<file path="src/rtl/slant_transmitter.sv">
// Slant line transmitter.
// Sends a framed symbol stream on tx_data. Each frame is a 24-symbol header,
// then for every line: a zero guard, an 8-symbol HSYNC and Y/C pixel pairs.
// Each symbol is held for BIT_TIME clocks.
// The FSM state and counters advance at the symbol boundary. tx_data is a pure
// register loaded during the first clock of each symbol, so every symbol
// appears on tx_data one clock after the FSM enters it.
// pix_ready is high in that same first clock. The pixel sampled in that clock
// goes straight into the tx_data register, and no input reaches tx_data
// combinationally.
module slant_transmitter #(
  parameter int BIT_TIME     = 25,
  parameter int PIX_PER_LINE = 160,
  parameter int LINES        = 240,
  parameter int GUARD        = 16
) (
  input  logic       clk,
  input  logic       rstn,
  input  logic       tx_en,
  input  logic       pix_valid,
  input  logic [4:0] pix_y,
  input  logic [4:0] pix_c,
  output logic       pix_ready,
  output logic [5:0] tx_data,
  output logic       frame_odd,
  output logic       tx_busy,
  output logic       underrun
);

  localparam logic [7:0]  SYM_LAST   = 8'(BIT_TIME - 1);
  localparam logic [15:0] HDR_LAST   = 16'd23;
  localparam logic [15:0] GUARD_LAST = 16'(GUARD - 1);
  localparam logic [15:0] HS_LAST    = 16'd7;
  localparam logic [15:0] PSYM_LAST  = 16'(2 * PIX_PER_LINE - 1);
  localparam logic [15:0] PIX_LAST   = 16'(PIX_PER_LINE - 1);
  localparam logic [15:0] LINE_LAST  = 16'(LINES - 1);

  typedef enum logic [2:0] {
    S_IDLE,
    S_FHDR,
    S_GUARD,
    S_HSYNC,
    S_PIXEL
  } state_t;

  state_t      state_q;
  logic [7:0]  cnt_q;        // clock within the current symbol
  logic [15:0] idx_q;        // symbol index within the current state
  logic [15:0] pix_q;        // pixel within the line
  logic [15:0] line_q;       // line within the frame
  logic        frame_odd_q;
  logic        pix_ready_q;
  logic [5:0]  tx_data_q;
  logic [4:0]  y_q;
  logic [4:0]  c_q;

  logic        sym_end;
  logic        sym_first;
  logic [23:0] hdr_sh;
  logic [7:0]  hs_sh;
  logic [5:0]  tx_data_d;

  assign sym_end   = (cnt_q == SYM_LAST);
  assign sym_first = (state_q != S_IDLE) && (cnt_q == 8'd0);
  assign hdr_sh    = (frame_odd_q ? 24'haa8d55 : 24'haab155) << idx_q[4:0];
  assign hs_sh     = 8'h55 << idx_q[2:0];

  // Symbol content for the symbol the FSM is currently in.
  always_comb begin
    tx_data_d = 6'h00;
    case (state_q)
      S_FHDR:  tx_data_d = {hdr_sh[23], 5'b0};
      S_HSYNC: tx_data_d = {hs_sh[7], 5'b0};
      S_PIXEL: begin
        if (idx_q[0]) tx_data_d = {1'b0, c_q};
        else          tx_data_d = {1'b0, (pix_valid ? pix_y : y_q)};
      end
      default: tx_data_d = 6'h00;
    endcase
  end

  // Frame FSM with symbol, pixel and line counters and registered outputs.
  always_ff @(posedge clk or negedge rstn) begin
    if (!rstn) begin
      state_q     <= S_IDLE;
      cnt_q       <= 8'd0;
      idx_q       <= 16'd0;
      pix_q       <= 16'd0;
      line_q      <= 16'd0;
      frame_odd_q <= 1'b0;
      pix_ready_q <= 1'b0;
      tx_data_q   <= 6'h00;
      y_q         <= 5'd0;
      c_q         <= 5'd0;
    end else begin
      pix_ready_q <= 1'b0;
      if (sym_first) tx_data_q <= tx_data_d;
      // A missed beat keeps the previous pair so it is repeated.
      if (state_q == S_PIXEL && pix_ready_q && pix_valid) begin
        y_q <= pix_y;
        c_q <= pix_c;
      end
      case (state_q)
        S_IDLE: begin
          tx_data_q <= 6'h00;
          cnt_q     <= 8'd0;
          idx_q     <= 16'd0;
          if (tx_en) state_q <= S_FHDR;
        end
        default: begin
          cnt_q <= sym_end ? 8'd0 : cnt_q + 8'd1;
          if (sym_end) begin
            idx_q <= idx_q + 16'd1;
            case (state_q)
              S_FHDR: begin
                if (idx_q == HDR_LAST) begin
                  state_q <= S_GUARD;
                  idx_q   <= 16'd0;
                end
              end
              S_GUARD: begin
                if (idx_q == GUARD_LAST) begin
                  state_q <= S_HSYNC;
                  idx_q   <= 16'd0;
                end
              end
              S_HSYNC: begin
                if (idx_q == HS_LAST) begin
                  state_q     <= S_PIXEL;
                  idx_q       <= 16'd0;
                  pix_ready_q <= 1'b1;
                end
              end
              S_PIXEL: begin
                if (idx_q[0]) pix_q <= (pix_q == PIX_LAST) ? 16'd0 : pix_q + 16'd1;
                if (idx_q == PSYM_LAST) begin
                  idx_q <= 16'd0;
                  if (line_q == LINE_LAST) begin
                    // End of frame: a dropped tx_en only takes effect here.
                    line_q      <= 16'd0;
                    frame_odd_q <= ~frame_odd_q;
                    state_q     <= tx_en ? S_FHDR : S_IDLE;
                  end else begin
                    line_q  <= line_q + 16'd1;
                    state_q <= S_GUARD;
                  end
                end else if (idx_q[0]) begin
                  pix_ready_q <= 1'b1;
                end
              end
              default: ;
            endcase
          end
        end
      endcase
    end
  end

  assign pix_ready = pix_ready_q;
  assign tx_data   = tx_data_q;
  assign frame_odd = frame_odd_q;
  assign tx_busy   = (state_q != S_IDLE);
  assign underrun  = pix_ready_q & ~pix_valid;

endmodule

</file>
<file path="config.mk">
export PLATFORM = sky130hd
export DESIGN_NAME = slant_transmitter
export DESIGN_NICKNAME = d
export VERILOG_FILES = /design/src/rtl/slant_transmitter.sv
export SDC_FILE = /design/constraint.sdc
export NUM_CORES = 1
export LEC_CHECK = 0
export ABC_AREA = 1
export CORE_ASPECT_RATIO = 1.4
export CORE_MARGIN = 3
export CORE_UTILIZATION = 55
export CTS_CLUSTER_DIAMETER = 100
export DETAILED_ROUTE_END_ITERATION = 16
export GPL_ROUTABILITY_DRIVEN = 0
export GPL_TIMING_DRIVEN = 0
export PLACE_DENSITY = 0.75
export SLEW_MARGIN = 20
export SYNTH_ARGS = -nofsm -noshare
export SYNTH_HDL_FRONTEND = slang
export SYNTH_SLANG_ARGS = --single-unit
export TNS_END_PERCENT = 100
</file>
<file path="constraint.sdc">
create_clock -name clk -period 3.42 [get_ports clk]
set_clock_uncertainty 0.05 [all_clocks]
set_input_delay 0.684 -clock clk [delete_from_list [all_inputs] [get_ports clk]]
set_output_delay 0.684 -clock clk [all_outputs]
set_load 0.01 [all_outputs]
</file>
==> impl_metrics.py <==
metrics = {
    "power_and_ir_drop": {
        "powerDensity_mw_per_mm2": 494,
        "power.total_mw": 2.05,
        "ir_drop_mv": 0.303,
        "leakagePower_nw": 1.89,
    },
    "floorplan": {
        "die_h_um": 102,
        "initial_core_util_pct": 57.6,
        "core-area_mm2": 0.00630,
        "dieArea_mm2": 0.00761,
        "die_x_um": 74.6,
        "num_io_pins": 24,
        "fp-row-count": 34,
    },
    "cells_and_area": {
        "fin_cells": 575,
        "layout-drive-gt1-share_pct": 12.5,
        "antennaDiodeCount": 0,
        "utilization_pct": 65.8,
        "nFillCells": 547,
        "nets": 517,
        "syn_to_final_growth_pct": 14.3,
        "stdcell_area_mm2": 0.00414,
    },
    "critical_path": {
        "slowest_delay_ns": 0.49,
        "cp_num_cells": 5,
        "cp-start-kind": "flip-flop",
        "rrSetupSlack_ns": 1.55,
        "cp_num_buf_inv": 3,
        "slowest_stage": "clkdlybuf4s50_1",
        "reg2reg_depth": 10,
        "worst_ep_required_time_ns": 2.69,
        "r2r-start": "cnt_q[0]",
        "rr_endpoint": "line_q[5]",
        "crit_chain": "inv_2 > nand2_4 > nor2_4 > inv_4 > clkdlybuf4s50_1",
        "worstSetupPathType": "reg -> out",
        "critPathTopFamily": "buffers and inverters",
        "crit_arrival_ns": 1.80,
        "critPathCaptureType": "output port",
        "cp_max_fo": 5,
    },
    "synthesis": {
        "yosysWarnings": 0,
        "synthTopCellsByCount": "nand2_1, dfrtp_1, nor2_1",
        "syn-cell-area_mm2": 0.00362,
        "syn_area_per_cell_um2": 7.80,
        "synth_top_area_cell": "dfrtp_1",
        "ys_types": 41,
        "synth_ff_type": "dfrtp_1",
        "synthTopCellsByArea": "dfrtp_1, nand2_1, nor2_1",
        "synth_nets": 483,
        "yosysSeqAreaShare_pct": 42.1,
        "synth_cells": 465,
        "synth_most_common_cell": "nand2_1",
        "synth_edf_count": 0,
        "synth_top_area_share_pct": 42.1,
        "synthArstFlopShare_pct": 100,
        "ys_seq_elements": 61,
    },
    "grt": {
        "grt.total_usage_pct": 21.6,
        "grt_pass1_vias": 2998,
        "grt_pass1_wl_mm": 13.0,
        "grt_overflow": 0,
        "antenna_found_initial": 0,
        "grt_max_degree": 34,
    },
    "route": {
        "dr.first_iter.drc_count": 185,
        "wl_per_cell_um": 13.1,
        "vias": 3066,
        "postRouteAntennaNets": 0,
        "wl_mm": 7.56,
        "via_per_inst": 5.33,
        "dr.pass1.iters": 7,
        "drc": 0,
    },
    "sta": {
        "worst_slew_pin_slew_ns": 0.433,
        "rsz0062_at_grt": "false",
        "finalCritPeriodShare_pct": 74.1,
        "slew-limit-headroom_pct": 70.8,
        "finalMaxSlewViolations": 0,
        "hold_viol_final": 0,
        "setup-tns-final_ns": 0,
        "finalSetupViolCount": 0,
        "fmax_ghz": 0.395,
        "finalWorstPathRequiredPeriod_ns": 2.53,
    },
    "placement": {
        "port_buffers": 22,
        "dpl.hpwl_mm": 5.66,
        "dp_cells": 560,
        "place_area_mm2": 0.00395,
    },
    "clock_tree": {
        "cts_post_setup_buffers_inserted": 0,
        "post_cts_resized": 0,
        "clkTransAtPathRegs_ns": 0.08,
        "cts_hold_buf": 0,
        "clkSinkCount": 61,
        "cts-buffers-inserted": 9,
        "root_buffer": "clkbuf_8",
        "htree_levels": 3,
        "clkLatencyLatePin_ns": 0.34,
        "cts_tree": "built",
        "cts_buffer_depth": 2,
    },
    "hold_path": {
        "hp-class": "in -> async",
    },
    "run": {
        "drv_cap": 0,
    },
    "outcome": {
        "status": "finished, final reports clean",
    },
}
==> layer usage <==
layer	global-route usage [%]	part of all wire (%)	up-vias
met1	24.8	42	1447
met2	38.3	53	42
met4	9.32	1.9	0
li1	-	-	1565
met5	0	0	-
met3	4.23	2.7	12
==> stage by stage <==
stage / hold slack [ns] / setup slack, ns
finish: 0.207 / 0.886
global route: 0.224 / 0.790
CTS: 0.207 / 0.866
detailed placement: 0.427 / 1.12
global placement: 0.416 / -0.381
floorplan: 0.338 / 1.64
==> cell type report <==
cell class                 count  area, µm²  area share, %
multi-input combinational    340       1830           44.3
sequential                    61       1530           36.9
timing repair buffer          23        238           5.74
inverter                      56        213           5.14
clock buffer                   9        124           2.99
tap                           72       90.1           2.18
clock inverter                 6       65.1           1.57
buffer                         8       52.6           1.27
==> worst register-to-register path: stages, from the launching register on <==
cell and delay, ns:
dfrtp_1 0.43, inv_1 0.08, ha_1 0.15, nand2_1 0.06, nor2_2 0.16, nand2_4 0.11, nor2_8 0.18, nand4_4 0.17
buf_4 0.24, nand2_1 0.07, o21ai_1 0.06
==> registers in the layout, summed over array words and instances, names as in the netlist <==
signal and flops:
line_q 16, pix_ready 1, idx_q 16, cnt_q 8
tx_data 6, state_q 3, y_q 5, c_q 5
frame_odd 1
==> how the worst max path moves through the flow <==
stage,start,endpoint,slack [ns]
finish,state_q[0],tx_busy,0.89
global route,state_q[0],tx_busy,0.79
detailed placement,pix_valid,underrun,1.12
floorplan,pix_valid,underrun,1.64
CTS,state_q[0],tx_busy,0.87
global placement,rstn,idx_q[5],-0.38
==> power breakdown <==
part	switching (mW)	internal [mW]	total, mW
registers	0.0596	0.764	0.824
clock network	0.291	0.331	0.622
logic	0.396	0.205	0.601
==> placed cells by master, fill, tap and decap left out, drive strengths merged, types with 4 or more instances in the layout <==
cell	Yosys	routed
a21oi	12	12
buf	7	9
clkbuf	1	10
clkdlybuf4s50	0	21
clkinvlp	0	4
dfrtp	61	61
ha	4	4
inv	56	56
mux2	9	9
nand2	135	135
nand3	35	35
nand4	5	5
nor2	58	58
nor3	13	13
o21ai	35	35
o22ai	4	4
o2bb2ai	5	5
xnor2	5	5
xor2	12	12
==> cells by family (layout without fill, tap and decap cells) <==
logic type,count (synthesis),in the layout,share of synthesized area (%)
AND/OR/NAND/NOR,250,250,31.5
buffers and inverters,64,102,7.32
flip-flops,61,61,42.1
AO/OA/AOI/OAI,60,60,9.91
XOR/XNOR,17,17,4.11
multiplexers,9,9,3.62
adder cells (fa/ha/maj),4,4,1.38
Note: power is estimated with default switching activity, not from simulation.
